## config.mk

```make
export PLATFORM = sky130hd
export DESIGN_NAME = secuenciador_alu
export DESIGN_NICKNAME = d
export VERILOG_FILES = /design/src/rtl/secuenciador_alu.sv
export SDC_FILE = /design/constraint.sdc
export NUM_CORES = 1
export LEC_CHECK = 0
export CORE_MARGIN = 5
export CORE_UTILIZATION = 30
export DETAILED_ROUTE_END_ITERATION = 16
export PLACE_DENSITY = 0.67
export SYNTH_ARGS = -nofsm -noshare
export SYNTH_HDL_FRONTEND = slang
export SYNTH_SLANG_ARGS = --single-unit
```

## constraint.sdc

```tcl
create_clock -name clk -period 1.6 [get_ports clk]
set_input_delay 0.16 -clock clk [delete_from_list [all_inputs] [get_ports clk]]
set_output_delay 0.16 -clock clk [all_outputs]
set_load 0.02 [all_outputs]
```

## src/rtl/secuenciador_alu.sv

```systemverilog
// ---------------------------------------------------------------------------
// secuenciador_alu
//   Scheduler that lets two requesters share one 4-bit ALU. It accepts one
//   instruction/operand pair at a time and chooses between the requesters
//   round-robin. The accepted operands stay on the ALU inputs for ALU_LAT
//   cycles, the ALU result is then captured, and it is returned on a
//   valid/ready response tagged with the id of the requester that issued it.
//   Opcode 3'h6 is not supported by the ALU. It is answered at once with
//   rsp_err set, and no ALU cycles are spent on it.
//
// Parameters
//   ALU_LAT     cycles from operand presentation to a valid alu_result (1..15)
//
// Ports
//   clk, rst_n                  clock, asynchronous active-low reset
//   req{0,1}_valid/_ready       request handshake, one per requester
//   req{0,1}_instr/_a/_b        instruction ([7:5] = opcode) and operands
//   alu_instr/alu_a/alu_b       registered operands driven to the ALU
//   alu_result                  ALU output, sampled after ALU_LAT cycles
//   rsp_valid/rsp_ready         response handshake
//   rsp_data/rsp_id/rsp_err     captured result, requester id, error flag
//   busy                        scheduler is not idle
// ---------------------------------------------------------------------------
module secuenciador_alu #(
  parameter int unsigned ALU_LAT = 2
) (
  input  logic       clk,
  input  logic       rst_n,
  input  logic       req0_valid,
  output logic       req0_ready,
  input  logic [7:0] req0_instr,
  input  logic [3:0] req0_a,
  input  logic [3:0] req0_b,
  input  logic       req1_valid,
  output logic       req1_ready,
  input  logic [7:0] req1_instr,
  input  logic [3:0] req1_a,
  input  logic [3:0] req1_b,
  output logic [7:0] alu_instr,
  output logic [3:0] alu_a,
  output logic [3:0] alu_b,
  input  logic [3:0] alu_result,
  output logic       rsp_valid,
  input  logic       rsp_ready,
  output logic [3:0] rsp_data,
  output logic       rsp_id,
  output logic       rsp_err,
  output logic       busy
);

  typedef enum logic [1:0] {
    IDLE = 2'd0,
    WAIT = 2'd1,
    RESP = 2'd2
  } state_t;

  localparam logic [3:0] LAT_LOAD = 4'(ALU_LAT);
  localparam logic [2:0] OP_UNSUP = 3'h6;

  state_t     state_q, state_d;
  logic [3:0] cnt_q, cnt_d;
  logic       last_grant_q, last_grant_d;
  logic [7:0] alu_instr_q, alu_instr_d;
  logic [3:0] alu_a_q, alu_a_d;
  logic [3:0] alu_b_q, alu_b_d;
  logic [3:0] rsp_data_q, rsp_data_d;
  logic       rsp_id_q, rsp_id_d;
  logic       rsp_err_q, rsp_err_d;

  // Arbitration. When both requesters are valid, the one that was not granted
  // last time wins. When only one is valid, that one wins.
  logic       any_valid;
  logic       grant_id;
  logic       accept;
  logic [7:0] sel_instr;
  logic [3:0] sel_a;
  logic [3:0] sel_b;

  always_comb begin
    any_valid = req0_valid | req1_valid;
    grant_id  = (req0_valid & req1_valid) ? ~last_grant_q : req1_valid;
    accept    = (state_q == IDLE) & any_valid;
    sel_instr = grant_id ? req1_instr : req0_instr;
    sel_a     = grant_id ? req1_a     : req0_a;
    sel_b     = grant_id ? req1_b     : req0_b;
  end

  assign req0_ready = accept & ~grant_id;
  assign req1_ready = accept &  grant_id;

  // NOTE: every _d signal defaults to its _q value first, so no branch of the
  // case statement can leave a signal unassigned and infer a latch.
  always_comb begin
    state_d      = state_q;
    cnt_d        = cnt_q;
    last_grant_d = last_grant_q;
    alu_instr_d  = alu_instr_q;
    alu_a_d      = alu_a_q;
    alu_b_d      = alu_b_q;
    rsp_data_d   = rsp_data_q;
    rsp_id_d     = rsp_id_q;
    rsp_err_d    = rsp_err_q;

    unique case (state_q)
      IDLE: begin
        if (accept) begin
          alu_instr_d  = sel_instr;
          alu_a_d      = sel_a;
          alu_b_d      = sel_b;
          rsp_id_d     = grant_id;
          last_grant_d = grant_id;
          if (sel_instr[7:5] == OP_UNSUP) begin
            // The ALU cannot execute this opcode, so reply with an error at once.
            rsp_err_d  = 1'b1;
            rsp_data_d = 4'h0;
            state_d    = RESP;
          end else begin
            rsp_err_d = 1'b0;
            cnt_d     = LAT_LOAD;
            state_d   = WAIT;
          end
        end
      end

      WAIT: begin
        cnt_d = cnt_q - 4'd1;
        // A count of 1 marks the last cycle of the ALU latency window, where
        // alu_result becomes valid.
        if (cnt_q == 4'd1) begin
          rsp_data_d = alu_result;
          state_d    = RESP;
        end
      end

      RESP: begin
        if (rsp_ready) begin
          state_d = IDLE;
        end
      end

      default: state_d = IDLE;
    endcase
  end

  // NOTE: sequential state uses non-blocking assignments only. Every register
  // reaches a known value on reset, so outputs are defined from the first
  // cycle after reset.
  always_ff @(posedge clk or negedge rst_n) begin
    if (!rst_n) begin
      state_q      <= IDLE;
      cnt_q        <= 4'h0;
      last_grant_q <= 1'b1;  // requester 0 wins the first arbitration
      alu_instr_q  <= 8'h00;
      alu_a_q      <= 4'h0;
      alu_b_q      <= 4'h0;
      rsp_data_q   <= 4'h0;
      rsp_id_q     <= 1'b0;
      rsp_err_q    <= 1'b0;
    end else begin
      state_q      <= state_d;
      cnt_q        <= cnt_d;
      last_grant_q <= last_grant_d;
      alu_instr_q  <= alu_instr_d;
      alu_a_q      <= alu_a_d;
      alu_b_q      <= alu_b_d;
      rsp_data_q   <= rsp_data_d;
      rsp_id_q     <= rsp_id_d;
      rsp_err_q    <= rsp_err_d;
    end
  end

  assign alu_instr = alu_instr_q;
  assign alu_a     = alu_a_q;
  assign alu_b     = alu_b_q;
  assign rsp_valid = (state_q == RESP);
  assign rsp_data  = rsp_data_q;
  assign rsp_id    = rsp_id_q;
  assign rsp_err   = rsp_err_q;
  assign busy      = (state_q != IDLE);

endmodule

```

==> results.sh, run 1 <==
export IMPL_crit_path_max_fanout=5
export IMPL_setup_viol_count_final=0
export IMPL_skew_ns=0.00550
export IMPL_cts_buffers_inserted=5
export IMPL_power_switching_w=0.00158
export IMPL_clk_pin_slew_ns=0.06
export IMPL_drc=0
export IMPL_path_cells="clkdlybuf4s50_1 -> a21boi_4 -> buf_6 -> mux2i_4 -> buf_4 -> nor3_1 -> o31a_1"
export IMPL_clock_root_buffer="clkbuf_8"
export IMPL_drt_initial_drc_count=121
export IMPL_dr_pass1_iters=4
export IMPL_path_depth=7
export IMPL_worst_slew_pin_slew_ns=0.361
export IMPL_synth_nets=160
export IMPL_antenna_found_initial=0
export IMPL_grt_start_max_net_pins=30
export IMPL_cp_end_kind="flip-flop"
export IMPL_synth_cell_types=32
export IMPL_layout_nets=238
export IMPL_avgSynthCellArea_um2=11.2
export IMPL_core_area_um2=4290
export IMPL_grt_pass1_vias=1323
export IMPL_crit_end="cnt_q[1]"
export IMPL_routedWlPerCell_um=16.0
export IMPL_clkPwrFrac_pct=15.8
export IMPL_final_core_util_pct=51.8
export IMPL_clk_path_buf_depth=2
export IMPL_required_ns=1.76
export IMPL_post_cts_buffers=0
export IMPL_clock_sinks=29
export IMPL_setup_slack_ns=0.0468
export IMPL_start_util_pct=30.6
export IMPL_vias_per_cell=4.87
export IMPL_io_pins=67
export IMPL_slowest_delay_ns=0.51
export IMPL_cp_start_kind="primary input"
export IMPL_drtAntennaViolNets=0
export IMPL_maxCapViolations=0
export IMPL_crit_start="req1_valid"
export IMPL_seq_area_frac_synth_pct=55.3
export IMPL_cts_tree="done"
export IMPL_clock_fmax_mhz=644
export IMPL_hp_class="primary input to asynchronous set/reset pin"
export IMPL_critPathKind="primary input to flip-flop"
export IMPL_power_internal_w=0.00261
export IMPL_die_area_um2=5810
export IMPL_grt_pass1_wl_um=6390
export IMPL_clock_latency_ns=0.28
export IMPL_swShare_pct=37.6
export IMPL_seq_power_share_pct=30.8
export IMPL_die_width_um=76.2
export IMPL_critPathBufInv=3
export IMPL_maxSlewHeadroom_pct=75.7
export IMPL_status="complete, no violations"
export IMPL_row_count=24
export IMPL_comb_power_share_pct=53.4
export IMPL_synth_seq_cells=29
export IMPL_dieHeight_um=76.2
export IMPL_io_buffers=66
export IMPL_reg2reg_from="last_grant_q"
export IMPL_ff2ff_setup_slack_ns=0.07
export IMPL_fin_crit_sh_pct=97.1
export IMPL_place_congestion=0.816
export IMPL_gr_total_overflow=0
export IMPL_num_vias=1208
export IMPL_finalWorstPathRequiredPeriod_ns=1.55
export IMPL_synth_cells=117
export IMPL_crit_reg2reg_capture="state_q[1]"
export IMPL_p_leak_nw=1.02
export IMPL_reg2regPathDepth=5
export IMPL_track_usage_pct=13.7
export IMPL_vdd_ir_drop_worst_mv=0.663
export IMPL_crit_family="buffers and inverters"
export IMPL_drv_slew=0
export IMPL_rsz0062_at_grt="true"
export IMPL_diodes=0
export IMPL_place_hpwl_um=2940
export IMPL_final_layout_size_suffix_gt1_share_pct=16.8
export IMPL_synth_area_um2=1320
export IMPL_synthToLayoutAreaGrowth_pct=69.3
export IMPL_pwr_density_cell_nw_per_um2=1880
export IMPL_hold_viol_final=0
export IMPL_yosys_warnings=0
export IMPL_critPathArrivalTime_ns=1.72
export IMPL_critPathSlowestCell="clkdlybuf4s50_1"
export IMPL_wirelength_um=3960
export IMPL_cts_htree_levels=2
export IMPL_place_ws_ns=-0.311
## how the worst min path moves through the flow
stage,depth (start not counted),end,startpoint,slack [ns]
after floorplan,0,alu_a[0],rst_n,-0.14
after global placement,1,rsp_id,rsp_id,0.46
after detailed placement,1,rsp_data[1],rsp_data[1],0.49
after CTS,2,rsp_id,rst_n,0.29
after global routing,2,alu_b[1],rst_n,0.32
final,2,alu_a[0],rst_n,0.28
## cells in the mapped netlist
cell type	count	area share, %
inv_1	16	4.6
nor2b_1	3	1.4
nor4_1	1	0.48
nor3_2	1	0.76
o31a_1	1	0.67
mux2i_1	4	3.0
ha_1	2	1.9
o21ai_1	3	1.1
buf_1	1	0.29
a222oi_1	13	9.9
buf_6	3	2.6
and2_1	1	0.48
nand2_1	5	1.4
nand3b_1	2	1.1
a21boi_2	1	0.86
a221o_1	1	0.76
nor3_1	1	0.38
o22ai_1	2	0.95
a21o_1	2	1.1
nor3b_1	1	0.57
nand2b_1	1	0.48
clkbuf_1	2	0.57
dfrtp_1	28	53
a21oi_1	1	0.38
xor2_1	1	0.67
a22o_1	4	2.7
dfstp_2	1	2.0
or2_1	2	0.95
xnor2_1	1	0.67
o31ai_1	1	0.57
buf_2	2	0.76
nor2_1	9	2.6
## registers in the layout (all words and copies together), names as in the netlist
register	count
rsp_data	4
alu_a	4
cnt_q	4
rsp_id	1
last_grant_q	1
state_q	2
rsp_err	1
alu_instr	8
alu_b	4
## per-layer routing
metal	global-route usage [%]	share of wire (%)	routed length, µm	up-vias
met5	0	0	0	-
met4	6.29	1.3	53	0
met3	5.79	9.4	372	5
met2	23.1	49	1930	55
met1	14.9	41	1610	573
li1	-	-	-	575
## kinds of logic (layout without fill, tap and decap cells)
kind of cell | after synthesis | count (layout) | synth area share, %
AOI/OAI and AO/OA | 29 | 29 | 19.0
DFF | 29 | 29 | 55.3
and+or+nand+nor | 27 | 28 | 10.7
buffers and inverters | 24 | 102 | 8.75
muxes | 4 | 4 | 3.04
adders and majority gates | 2 | 2 | 1.90
xor gates and xnor gates | 2 | 2 | 1.33
## cell usage in the layout (no fill, tap or decap), types with 2 or more instances in the layout
| master | Yosys | routed |
|---|---|---|
| o21ai_1 | 3 | 3 |
| or2_4 | 0 | 3 |
| ha_1 | 2 | 2 |
| a22o_1 | 4 | 4 |
| mux2i_1 | 4 | 3 |
| buf_4 | 0 | 11 |
| nand3b_1 | 2 | 2 |
| a21o_1 | 2 | 2 |
| a222oi_1 | 13 | 13 |
| clkbuf_8 | 0 | 7 |
| nand2_1 | 5 | 5 |
| nor2b_1 | 3 | 2 |
| dfrtp_1 | 28 | 28 |
| nor2_1 | 9 | 8 |
| clkdlybuf4s50_1 | 0 | 62 |
| inv_1 | 16 | 16 |
## timing repair
action                                  CTS  global route
gates cloned                              0             1
endpoints found under the setup margin   21            20
hold buffers                              0             0
pin swaps                                 0             3
resized for setup                        10            10
## power groups by stage
stage | logic (W) | registers [W] | clock network, W
finish | 0.00224 | 0.00129 | 0.000662
global route | 0.00242 | 0.00134 | 0.000715
CTS | 0.00219 | 0.00128 | 0.000685
detailed placement | 0.00219 | 0.00129 | 0
global placement | 0.00215 | 0.00128 | 0
floorplan | 0.000928 | 0.00160 | 0
## through the flow
| stage | area [µm²] | hold WS [ns] | setup TNS (ns) | total power, W | instances |
|---|---|---|---|---|---|
| CTS | 2180 | 0.286 | -0.107 | 0.00416 | 247 |
| floorplan | 1320 | -0.136 | -0.825 | 0.00253 | 117 |
| detailed placement | 2080 | 0.486 | -5.80 | 0.00348 | 239 |
| global placement | 2080 | 0.465 | -4.94 | 0.00342 | 239 |
| finish | 2230 | 0.278 | 0 | 0.00419 | 248 |
| global route | 2230 | 0.321 | -0.0193 | 0.00448 | 248 |
## cell type report
class | count | area [µm²]
fillers | 378 | 2070
repair buffers | 78 | 749
flip-flops and latches | 29 | 727
multi-input cells | 65 | 523
clock buffers | 7 | 96.3
well taps | 52 | 65.1
inverters | 16 | 60.1
clock inverters | 1 | 5.00
No activity file was read; power rests on OpenSTA's default activity.
==> run 2: changes to the inputs <==
--- a/config.mk
+++ b/config.mk
@@ -8,6 +8,7 @@
 export CORE_MARGIN = 5
 export CORE_UTILIZATION = 30
 export DETAILED_ROUTE_END_ITERATION = 16
+export GPL_ROUTABILITY_DRIVEN = 0
 export PLACE_DENSITY = 0.67
 export SYNTH_ARGS = -nofsm -noshare
 export SYNTH_HDL_FRONTEND = slang
==> results of run 2 <==
The final DEF is identical to that of run 1; final timing and power are the same.
